===== src/rtl/job_pkg.sv =====
// Shared types and widths for the job front-end of the nonce-search core.
package job_pkg;

  typedef enum logic [1:0] {
    ST_LOAD = 2'd0,
    ST_ARM  = 2'd1,
    ST_RUN  = 2'd2,
    ST_DONE = 2'd3
  } job_state_t;

  localparam int JOB_BYTES = 13;
  localparam int PAYLOAD_W = 96;
  localparam int TARGET_W  = 8;
  localparam int NONCE_W   = 32;
  localparam int HASH_W    = 24;
  localparam int ASM_W     = PAYLOAD_W + TARGET_W;
  localparam int CNT_W     = $clog2(JOB_BYTES);

endpackage


===== src/rtl/job_byte_assembler.sv =====
// Collects the 13-byte job stream MSB-first; o_job is the full job including the byte on the wire,
// so the caller can latch it on the same edge that o_last_byte is high. No internal backpressure.
module job_byte_assembler
  import job_pkg::*;
(
  input  logic             clk,
  input  logic             reset,
  input  logic             i_byte_vld,
  input  logic [7:0]       i_byte,
  output logic [ASM_W-1:0] o_job,
  output logic             o_last_byte
);

  // Only the 12 earlier bytes need storage; the 13th is taken straight from the input.
  logic [ASM_W-9:0] r_asm;
  logic [CNT_W-1:0] r_cnt;
  logic             w_last;

  assign w_last      = i_byte_vld && (r_cnt == CNT_W'(JOB_BYTES - 1));
  assign o_job       = {r_asm, i_byte};
  assign o_last_byte = w_last;

  always_ff @(posedge clk or posedge reset) begin
    if (reset) begin
      r_asm <= '0;
      r_cnt <= '0;
    end else if (i_byte_vld) begin
      r_asm <= {r_asm[ASM_W-17:0], i_byte};
      r_cnt <= w_last ? '0 : r_cnt + 1'b1;
    end
  end

endmodule


===== src/rtl/job_loader.sv =====
// Job front-end: load 13 bytes, one inactive ARM cycle, RUN with watchdog, hold result until res_ready.
// Last byte to active=1 is 2 edges, terminado to res_valid is 1 edge; in_ready only while loading.
module job_loader
  import job_pkg::*;
#(
  parameter logic [31:0] MAX_CYCLES = 32'd1048576
) (
  input  logic                 clk,
  input  logic                 reset,
  input  logic                 in_valid,
  input  logic [7:0]           in_data,
  output logic                 in_ready,
  output logic [PAYLOAD_W-1:0] payload,
  output logic [TARGET_W-1:0]  target,
  output logic                 active,
  input  logic                 terminado,
  input  logic [NONCE_W-1:0]   nonce_in,
  input  logic [HASH_W-1:0]    hash_in,
  output logic                 res_valid,
  input  logic                 res_ready,
  output logic [NONCE_W-1:0]   res_nonce,
  output logic [HASH_W-1:0]    res_hash,
  output logic                 res_timeout,
  output logic                 busy
);

  job_state_t           r_state;
  logic [31:0]          r_wdog;
  logic [PAYLOAD_W-1:0] r_payload;
  logic [TARGET_W-1:0]  r_target;
  logic                 r_active;
  logic                 r_res_valid;
  logic [NONCE_W-1:0]   r_res_nonce;
  logic [HASH_W-1:0]    r_res_hash;
  logic                 r_res_timeout;

  logic                 w_byte_vld;
  logic [ASM_W-1:0]     w_job;
  logic                 w_last_byte;

  assign in_ready    = (r_state == ST_LOAD);
  assign busy        = (r_state == ST_ARM) || (r_state == ST_RUN);
  assign w_byte_vld  = in_valid && in_ready;
  assign payload     = r_payload;
  assign target      = r_target;
  assign active      = r_active;
  assign res_valid   = r_res_valid;
  assign res_nonce   = r_res_nonce;
  assign res_hash    = r_res_hash;
  assign res_timeout = r_res_timeout;

  job_byte_assembler u_asm (
    .clk         (clk),
    .reset       (reset),
    .i_byte_vld  (w_byte_vld),
    .i_byte      (in_data),
    .o_job       (w_job),
    .o_last_byte (w_last_byte)
  );

  always_ff @(posedge clk or posedge reset) begin
    if (reset) begin
      r_state       <= ST_LOAD;
      r_wdog        <= '0;
      r_payload     <= '0;
      r_target      <= '0;
      r_active      <= 1'b0;
      r_res_valid   <= 1'b0;
      r_res_nonce   <= '0;
      r_res_hash    <= '0;
      r_res_timeout <= 1'b0;
    end else begin
      case (r_state)
        ST_LOAD: begin
          if (w_last_byte) begin
            r_payload <= w_job[ASM_W-1:TARGET_W];
            r_target  <= w_job[TARGET_W-1:0];
            // A zero target can never be met, so reject without starting the core.
            if (w_job[TARGET_W-1:0] == '0) begin
              r_state       <= ST_DONE;
              r_res_valid   <= 1'b1;
              r_res_timeout <= 1'b1;
              r_res_nonce   <= '0;
              r_res_hash    <= '0;
            end else begin
              r_state <= ST_ARM;
            end
          end
        end
        ST_ARM: begin
          r_state  <= ST_RUN;
          r_active <= 1'b1;
        end
        ST_RUN: begin
          r_wdog <= r_wdog + 32'd1;
          if (terminado) begin
            r_state       <= ST_DONE;
            r_active      <= 1'b0;
            r_res_valid   <= 1'b1;
            r_res_timeout <= 1'b0;
            r_res_nonce   <= nonce_in;
            r_res_hash    <= hash_in;
          end else if (r_wdog == MAX_CYCLES - 32'd1) begin
            r_state       <= ST_DONE;
            r_active      <= 1'b0;
            r_res_valid   <= 1'b1;
            r_res_timeout <= 1'b1;
            r_res_nonce   <= '0;
            r_res_hash    <= '0;
          end
        end
        ST_DONE: begin
          if (res_ready) begin
            r_state     <= ST_LOAD;
            r_res_valid <= 1'b0;
            r_wdog      <= '0;
          end
        end
        default: r_state <= ST_LOAD;
      endcase
    end
  end

endmodule


===== config.mk =====
export PLATFORM = sky130hd
export DESIGN_NAME = job_loader
export DESIGN_NICKNAME = d
export VERILOG_FILES = /design/src/rtl/job_pkg.sv /design/src/rtl/job_byte_assembler.sv /design/src/rtl/job_loader.sv
export SDC_FILE = /design/constraint.sdc
export NUM_CORES = 1
export LEC_CHECK = 0
export CAP_MARGIN = 20
export CORE_MARGIN = 2
export CORE_UTILIZATION = 45
export DETAILED_ROUTE_END_ITERATION = 10
export PLACE_DENSITY = 0.71
export SLEW_MARGIN = 20
export SYNTH_ARGS = -nofsm -noshare
export SYNTH_HDL_FRONTEND = slang
export SYNTH_SLANG_ARGS = --single-unit

===== constraint.sdc =====
create_clock -name clk -period 11.9 [get_ports clk]
set_input_delay 2.38 -clock clk [delete_from_list [all_inputs] [get_ports clk]]
set_output_delay 2.38 -clock clk [all_outputs]
set_load 0.05 [all_outputs]

==> metrics list <==
- Outcome: finished clean
* Startpoint types: input port
- For this run, design rule violations remaining after detail routing come to 0.
- In this run the power density over the cells is 255.5 nW/um2.
- The number of nets in the synthesized netlist is 1067.
- The initial utilization of the core area, before any placement, comes to 0.4608.
- Clock latency on the worst-skew pair, taken at its later pin, is 0.55 ns.
- Most area-hungry cell type in the Yosys netlist: sky130_fd_sc_hd__dfrtp_1
* Cells along the critical path: clkdlybuf4s50_1 > and2_4 > nand4_1 > o21ai_0 > o21ai_4 > buf_4 > a22o_1
* Clock Root Buffer: sky130_fd_sc_hd__clkbuf_16
* Number of enable-type register cells in the synthesized netlist: 0
- The synthesized netlist contains between 40 and 50 unique library cells.
* Final routed wire length divided by cell count: between 15 and 20 um
* Largest vdd supply drop: 0.2242 mV
- Final setup viols: 0
- Leak: 7.450 nW
- Global router's overall resource usage: 0.1892
* Time the final worst path needs with I/O delays and setup: 5.002 ns
- Entering global routing, the biggest net connects 104 pins.
- Slowest stage cell on the critical path: sky130_fd_sc_hd__and2_4
* Synthesized area: ~12000 um2
* Overall die width: 164.8 um
* Count of buffers inserted at the top-level ports: 233
- The worst register-to-register path has a depth of 8.
- Synthesized netlist cell count: 991
- The first routing iteration left approximately 510 violations.
* Via count: 7931
- The final count of pins violating max slew came to 0.
- Post CTS Setup Buffer Count: 0
- On the critical path the largest part of the delay comes from simple AND/OR/NAND/NOR gates.
* Data required time at the worst endpoint: 12.32 ns
- The initialized floorplan defines slightly below 60 standard-cell rows.
- Clock-pin slew was measured on the worst setup and hold paths at 0.06 ns.
* M2 GR Usage: 0.2959
- The routed design has approximately 26 mm of wire.
* Fraction of the yosys area taken by sequential cells: 0.6386
- Final worst clock skew: 0.01020 ns
* Residual overflow from global routing: 0
* Slew at the pin closest to its max-slew limit: 1.102 ns
- Via count normalized by instance count: 5.068
- Hold Path Depth: 2
* Number of synthesized register bits: 297
- Maximum buffer depth of the clock tree: 3
- After global routing, the most crowded layer is met2.
* First-pass GRT wire length: 41.60 mm
- Max Clk Rate: ~0.2 GHz
- In this run the number of cells on the critical path is 7.
- Worst hold path class: flop to flop
- Counting every sink on the clock net gives 297.
- Most common cell after layout, fill and taps aside: sky130_fd_sc_hd__nand2_1
- The number of global-route vias before repair came to 7917.
* Commonest cells after routing, fill and taps aside: 304 x sky130_fd_sc_hd__nand2_1, 297 x sky130_fd_sc_hd__dfrtp_1, 233 x sky130_fd_sc_hd__clkdlybuf4s50_1
- For this run, the number of Yosys warnings is 0.
- For this design, the CTS-stage hold fixing added 0 buffers.
- Number of CTS-inserted buffers: 31
* Delay of the slowest cell on the worst path: roughly 0.87 ns
- The core region is 25250 um2.
- The die is 164.8 um tall.
* Final-report hold violation count: 0
- Number of nets with antenna violations after routing: 0
- Share of post-route cells with drive strength above 1: 0.1409
- Crit share post-route: 0.4203
- Avg Inst Size Synth: 11.74 um2
- STA classifies the critical path endpoint as a flop.
- In this run the number of H-tree levels came out at 1.
- The die covers 27160 um2.
- Final-layout setup total negative slack: 0 ns
* Crit path buf inv count: 2
- At the worst endpoint, the arrival time is 5.42 ns.
- Worst rel slew slack: 0.2654
* GR Util met3: 0.04119
* Leading post-synthesis cells by cell area: sky130_fd_sc_hd__dfrtp_1 64%, sky130_fd_sc_hd__mux2_2 10%, sky130_fd_sc_hd__nand2_1 9.8%
* Signed area change from the synthesized netlist to the final layout: 31.05%
* Final core occ: 0.6039
* HPWL Detailed: ~16 mm
* Crit path kind: input port to flop
- Count of nets after finishing: 1287
* Routability congestion estimate from global placement: 0.7627
- Asr flop ratio synth: 1.000
* N_diodes: 0
* Fraction of post-synthesis cell area in the top cell type by area: 0.6386
- Filler Cell Count: between 2000 and 2500
* Total of cells resized after clock tree synthesis: 0
- Clock tree from TritonCTS: done
- Number of antenna violations at the first check in global routing: 0
* First-pass iteration count of the detailed router: 4
- In the synthesized netlist the dominant register cell turns out to be sky130_fd_sc_hd__dfrtp_1.
* Critical path peak fanout: 103
- Pin placement for this block handled 234 I/O pins.
- For met1 alone, demand over resource in global routing was 0.2686.
- Number of maximum-capacitance constraint violations: 0
* Setup repair after global routing missed its margin: no
[power breakdown]
part / internal (W) / leakage, nW / switching, W
logic: 0.000508 / 2.93 / 0.000954
registers: 0.00129 / 4.00 / 0.000191
clock network: 0.000576 / 0.515 / 0.000381
[path summary, 6_finish.rpt]
check                                startpoint         endpoint  slack [ns]
worst max-delay path                   in_valid     res_nonce[3]        6.90
worst min-delay path            u_asm.r_asm[94]  u_asm.r_asm[94]        0.47
worst max register to register       r_state[1]     res_nonce[3]        8.30
worst min register to register  u_asm.r_asm[94]  u_asm.r_asm[94]        0.47
max in group asynchronous                 reset      payload[31]        7.39
min in group asynchronous                 reset     res_hash[13]        2.28
[routing by layer]
layer / vias up / part of all wire
met3: 43 / 0.068
li1: 3783 / -
met4: 0 / 0.024
met1: 3891 / 0.45
met5: - / 0
met2: 214 / 0.46
[worst register-to-register path, delay by kind of cell (launching register included)]
kind	cells	cell delay, ns
buf+inv	2	0.43
simple gates	2	1.36
flops	1	0.42
fa+ha+maj	1	0.42
compound gates	3	0.84
[sequential cells by signal (all words and copies together), names as in the netlist]
register / count
payload: 96
res_nonce: 32
res_valid: 1
active: 1
target: 8
res_timeout: 1
u_asm.r_asm: 96
r_state: 2
r_wdog: 32
u_asm.r_cnt: 4
res_hash: 24
[synthesized netlist by cell type (2+ instances only)]
| cell type | count |
|---|---|
| sky130_fd_sc_hd__ha_1 | 7 |
| sky130_fd_sc_hd__buf_1 | 2 |
| sky130_fd_sc_hd__mux2_2 | 105 |
| sky130_fd_sc_hd__nand2b_1 | 2 |
| sky130_fd_sc_hd__nand3_1 | 16 |
| sky130_fd_sc_hd__and3_1 | 4 |
| sky130_fd_sc_hd__nor2_1 | 34 |
| sky130_fd_sc_hd__a21oi_1 | 14 |
| sky130_fd_sc_hd__or3_1 | 3 |
| sky130_fd_sc_hd__nand4_1 | 12 |
| sky130_fd_sc_hd__xor2_1 | 20 |
| sky130_fd_sc_hd__clkbuf_1 | 28 |
| sky130_fd_sc_hd__and2_1 | 3 |
| sky130_fd_sc_hd__nor4_1 | 5 |
| sky130_fd_sc_hd__o21ai_0 | 13 |
| sky130_fd_sc_hd__and4_1 | 5 |
| sky130_fd_sc_hd__a22o_1 | 59 |
| sky130_fd_sc_hd__buf_6 | 5 |
| sky130_fd_sc_hd__buf_2 | 17 |
| sky130_fd_sc_hd__inv_1 | 10 |
| sky130_fd_sc_hd__nand2_1 | 305 |
| sky130_fd_sc_hd__dfrtp_1 | 297 |
| sky130_fd_sc_hd__nor3_1 | 2 |
| sky130_fd_sc_hd__xnor2_1 | 4 |
[cells by family (layout without fill, tap and decap cells)]
kind of cell / Yosys count / in the layout / share of synthesized area
AND/OR/NAND/NOR: 400 / 400 / 0.1451
flip-flops: 297 / 297 / 0.6386
multiplexers: 106 / 106 / 0.1035
AO/OA/AOI/OAI: 94 / 94 / 0.06139
buffers and inverters: 63 / 307 / 0.02570
XOR/XNOR: 24 / 24 / 0.01806
adder cells (fa/ha/maj): 7 / 7 / 0.007526
[through the flow]
stage          instances  total power [W]  hold WS (ns)  area (um2)  setup slack, ns
6_report            1565         0.003897        0.4720       15250            6.898
5_1_grt             1565         0.004099        0.4952       15250            6.638
4_1_cts             1565         0.003939        0.4799       15250            6.865
3_5_place_dp        1508         0.002962        0.4619       14220            6.323
3_3_place_gp        1508         0.002934        0.4520       14220            6.433
2_1_floorplan        991         0.002464        0.4402       11640            1.316
[cell type report]
class,instances,area [um2],area share
inverter,10,45.04,0.002953
multi-input combinational,631,3946,0.2588
clock buffer,47,925.9,0.06071
clock inverter,10,103.9,0.006809
tap,330,412.9,0.02707
timing repair buffer,240,2385,0.1564
sequential,297,7432,0.4873
No activity file was read; power rests on OpenSTA's default activity.
